## src/rtl/adder_result_fifo.sv

```systemverilog
// Capture FIFO behind the fixed-latency wide adder: tags issued operands, stores the
// matching sum/cout, and returns credit. Optional carry statistics: ADDER_RESULT_FIFO_CARRY_STATS_EN.
module adder_result_fifo #(
    parameter int W     = 128,
    parameter int DEPTH = 4,
    parameter int LAT   = 2
) (
    input  logic                         clk,
    input  logic                         rst_n,
    input  logic                         in_valid,
    output logic                         in_ready,
    input  logic [W-1:0]                 sum,
    input  logic                         cout,
    output logic                         out_valid,
    input  logic                         out_ready,
    output logic [W-1:0]                 out_sum,
    output logic                         out_cout,
    output logic [$clog2(DEPTH+1)-1:0]   count,
    output logic                         overflow
`ifdef ADDER_RESULT_FIFO_CARRY_STATS_EN
    ,
    output logic [15:0]                  carry_count
`endif
);

    localparam int CW = $clog2(DEPTH + 1);
    localparam int PW = $clog2(DEPTH);
    localparam int IW = $clog2(LAT + 1);
    localparam int SW = CW + IW;

    logic [LAT-1:0] vpipe_q, vpipe_d;
    logic [W:0]     mem_q [DEPTH];
    logic [PW-1:0]  wr_ptr_q, rd_ptr_q;
    logic [CW-1:0]  count_q, count_d;
    logic [W:0]     last_q;
    logic           overflow_q;

    logic           arrive, full, pop, push, drop;
    logic [IW-1:0]  inflight;
    logic [SW-1:0]  occupancy;
    logic [W:0]     head;

    always_comb begin
        vpipe_d    = '0;
        vpipe_d[0] = in_valid;
        for (int i = 1; i < LAT; i++) begin
            vpipe_d[i] = vpipe_q[i-1];
        end
    end

    // Every tag still in the adder already owns a slot, so credit counts them too.
    always_comb begin
        inflight = '0;
        for (int i = 0; i < LAT; i++) begin
            inflight = inflight + IW'(vpipe_q[i]);
        end
    end

    assign occupancy = SW'(count_q) + SW'(inflight);
    assign in_ready  = occupancy < SW'(DEPTH);

    assign arrive  = vpipe_q[LAT-1];
    assign full    = (count_q == CW'(DEPTH));
    assign pop     = (count_q != '0) && out_ready;
    assign push    = arrive && (!full || pop);
    assign drop    = arrive && full && !pop;
    assign count_d = count_q + CW'(push) - CW'(pop);

    always_ff @(posedge clk or negedge rst_n) begin
        if (!rst_n) begin
            vpipe_q    <= '0;
            wr_ptr_q   <= '0;
            rd_ptr_q   <= '0;
            count_q    <= '0;
            last_q     <= '0;
            overflow_q <= 1'b0;
        end else begin
            vpipe_q <= vpipe_d;
            count_q <= count_d;
            if (push) begin
                wr_ptr_q <= wr_ptr_q + PW'(1);
            end
            if (pop) begin
                last_q   <= mem_q[rd_ptr_q];
                rd_ptr_q <= rd_ptr_q + PW'(1);
            end
            if (drop) begin
                overflow_q <= 1'b1;
            end
        end
    end

    // Storage needs no reset: it is only observed through count-qualified reads.
    always_ff @(posedge clk) begin
        if (push) begin
            mem_q[wr_ptr_q] <= {cout, sum};
        end
    end

    assign head      = mem_q[rd_ptr_q];
    assign out_valid = (count_q != '0);
    assign out_sum   = out_valid ? head[W-1:0] : last_q[W-1:0];
    assign out_cout  = out_valid ? head[W]     : last_q[W];
    assign count     = count_q;
    assign overflow  = overflow_q;

`ifdef ADDER_RESULT_FIFO_CARRY_STATS_EN
    logic [15:0] carry_q;

    always_ff @(posedge clk or negedge rst_n) begin
        if (!rst_n) begin
            carry_q <= '0;
        end else if (push && cout && (carry_q != 16'hFFFF)) begin
            carry_q <= carry_q + 16'd1;
        end
    end

    assign carry_count = carry_q;
`endif

endmodule

```

## config.mk

```make
export PLATFORM = sky130hd
export DESIGN_NAME = adder_result_fifo
export DESIGN_NICKNAME = d
export VERILOG_FILES = /design/src/rtl/adder_result_fifo.sv
export SDC_FILE = /design/constraint.sdc
export NUM_CORES = 1
export LEC_CHECK = 0
export BUFFER_PORTS_ARGS = -buffer_cell sky130_fd_sc_hd__buf_2
export CAP_MARGIN = 0
export CORE_UTILIZATION = 45
export DETAILED_ROUTE_END_ITERATION = 6
export PLACE_DENSITY = 0.64
export SYNTH_ARGS = -nofsm -noshare
export SYNTH_HDL_FRONTEND = slang
export SYNTH_SLANG_ARGS = --single-unit
```

## constraint.sdc

```tcl
create_clock -name clk -period 4.9 [get_ports clk]
set_clock_uncertainty 0.15 [all_clocks]
set_input_delay 0.245 -clock clk [delete_from_list [all_inputs] [get_ports clk]]
set_output_delay 0.245 -clock clk [all_outputs]
set_load 0.05 [all_outputs]
```

==> results.ini <==
[sta]
relSlewSlack_pct=37.6
setup_tns_ns=0
max_freq_mhz=288
rsz0062_at_grt=no
min_period_ns=3.47
hold_violations=0
fin_crit_sh_pct=70.9
setup_viol=0
fin_ws_ns=1.43
drv_slew=0
worst_pin_slew_ns=0.937

[worst_setup_path]
cp.arrival_ns=3.08
crit_path_max_fanout=59
reg2reg_to=mem_q[3][84]
critPathLaunch=count[1]
path_class=flip-flop to output pin
cp-start-kind=flip-flop
critPathCaptureType=output pin
r2r_cells=4
cp.required_ns=4.51
r2r_setup_slack_ns=1.93
crit_end=out_sum[43]
r2r-start=count[2]

[synthesis]
synth_xor_area_share_pct=0.138
ys_seq_elements=655
postSynthNetCount=1278
synth_top_family_by_area=multiplexers
synth_simple_gate_area_share_pct=0.241
synth_compound_area_share_pct=0.118
ys_seq_area_share_pct=74.7
ys_warn_count=0
avgSynthCellArea_um2=22.4
synthAdderAreaFrac_pct=0.473
syn_inst=1136
syn_area_um2=25400
async_flop_share_pct=21.2
synth-edff-count=516
synth_cell_types=24
synth_ff_type=edfxtp_1
synth_mux_area_share_pct=22.9

[detailed_routing]
wl_per_cell_um=21.9
ant_nets=0
dr.pass1.iters=4
drc_errors=0
viasPerCell=5.28
initialDrtViolationCount=625
via_count=12508
wirelength_mm=51.8

[global_route]
grt_pass1_vias=13457
track_usage_pct=18.6
overflow=0
antenna_found_initial=2
grt_pass1_wl_mm=78.7
grt_max_degree=132

[floorplanning]
pin_count=268
dieArea_um2=57400
die_height_um=240
core_area_um2=55400
start_util_pct=45.8
die_w_um=240
num_rows=86

[power]
powerDensity_nw_per_um2=729
ir_drop_uv=574
total_power_uw=22700
p_leak_uw=0.0112

[clock_tree]
clk_latency_ns=0.60
clockRootBuffer=clkbuf_16
cts_setup_buffers=0
cts_buffer_depth=3
clkTransAtPathRegs_ns=0.06
clock-sinks=655
cts_buffers=69
htreeDepth=3
cts_tree=yes

[final_layout]
nNetsFinal=1709
layoutNonFillerInstCount=2371
syn2layout_area_growth_pct=22.8
drive_gt1_share_pct=47.7

[placed_design]
dp_hpwl_mm=28.7
dpl_worst_slack_ns=1.91
dp.cells=2112
place.gp.congestion=0.696
portBuffers=267

[status]
status=finished, final reports clean

[run]
cap_violations=0

[min_path]
hold_path.class=input pin to async pin

==> cells in the final DEF (no fill, tap or decap), types with 3 or more instances in the layout <==
| master | n |
|---|---|
| clkinv_1 | 13 |
| clkinvlp_4 | 3 |
| diode_2 | 3 |
| bufinv_16 | 5 |
| clkinv_2 | 14 |
| buf_4 | 10 |
| buf_2 | 266 |
| clkbuf_1 | 12 |
| clkbuf_8 | 3 |
| edfxtp_1 | 516 |
| clkbuf_16 | 73 |
| buf_12 | 10 |
| and2_4 | 4 |
| inv_1 | 6 |
| dfrtp_1 | 137 |
| dlygate4sd3_1 | 132 |
| mux2_2 | 249 |
| mux2_1 | 10 |
| ha_1 | 8 |
| mux4_2 | 129 |
==> area by class of cell <==
type	instances	area, um2
multi-input combinational	416	6080
clock buffer	88	1910
timing repair buffer	419	2940
tap	748	936
antenna	3	7.51
sequential	655	19000
fill	4187	24200
inverter	6	22.5
clock inverter	36	300
==> per-layer routing <==
| metal | GRT usage, % | part of all wire [%] |
|---|---|---|
| met5 | 0 | 0 |
| met4 | 5.89 | 1.9 |
| met3 | 4.84 | 5.9 |
| met2 | 31.1 | 50 |
| met1 | 23.7 | 42 |
==> synth_stat cells, types with 4 or more instances <==
cell	number	area [um2]
dfrtp_1	139	3480
edfxtp_1	516	15500
buf_2	26	130
and2_1	4	25.0
ha_1	8	100
clkbuf_1	18	67.6
buf_1	4	15.0
inv_1	6	22.5
mux4_2	129	2910
mux2_2	249	2800
mux2_1	10	113
buf_6	11	124
==> sequential cells by signal (all words and copies together) (netlist names) <==
register	count
mem_q	516
last_q	129
count	3
rd_ptr_q	2
vpipe_q	2
wr_ptr_q	2
overflow	1
==> repair_timing <==
action / in CTS / in global routing
hold buffers: 132 / 0
endpoints found under the hold margin: 595 / 0
resized for setup: 0 / 0
==> report_power, final <==
part           total, uW  switching [uW]  internal (uW)  leakage (uW)
logic               9530            6160           3370       0.00377
clock network       5090            2070           3020       0.00109
registers           8120             570           7550       0.00635
==> cell families after synthesis <==
logic type	count (synthesis)
adder cells (fa/ha/maj)	9
buffers and inverters	65
multiplexers	388
AND/OR/NAND/NOR	11
AO/OA/AOI/OAI	4
flip-flops	655
XOR/XNOR	4
==> worst min path at each step <==
stage,slack [ns],startpoint,cells after the start,endpoint
2_1_floorplan,-0.20,rst_n,0,count[0]
3_3_place_gp,0.21,in_valid,1,vpipe_q[0]
3_5_place_dp,0.21,in_valid,1,vpipe_q[0]
4_1_cts,0.11,in_valid,2,vpipe_q[0]
5_1_grt,0.13,in_valid,2,vpipe_q[0]
6_report,0.15,rst_n,2,last_q[33]
==> per-stage QoR <==
step	util, %	hold WS [ns]	instance area [um2]
finish	56.3	0.150	31200
global route	56.3	0.134	31200
CTS	56.3	0.105	31200
detailed placement	49.9	0.208	27600
global placement	49.9	0.206	27600
floorplan	-	-0.201	25400
==> worst max-delay path: stages, from the launching register on <==
cell,delay (ns)
dfrtp_1,0.50
or3_4,0.74
buf_12,0.40
mux2_2,0.43
buf_2,0.22
No activity file was read; power rests on OpenSTA's default activity.
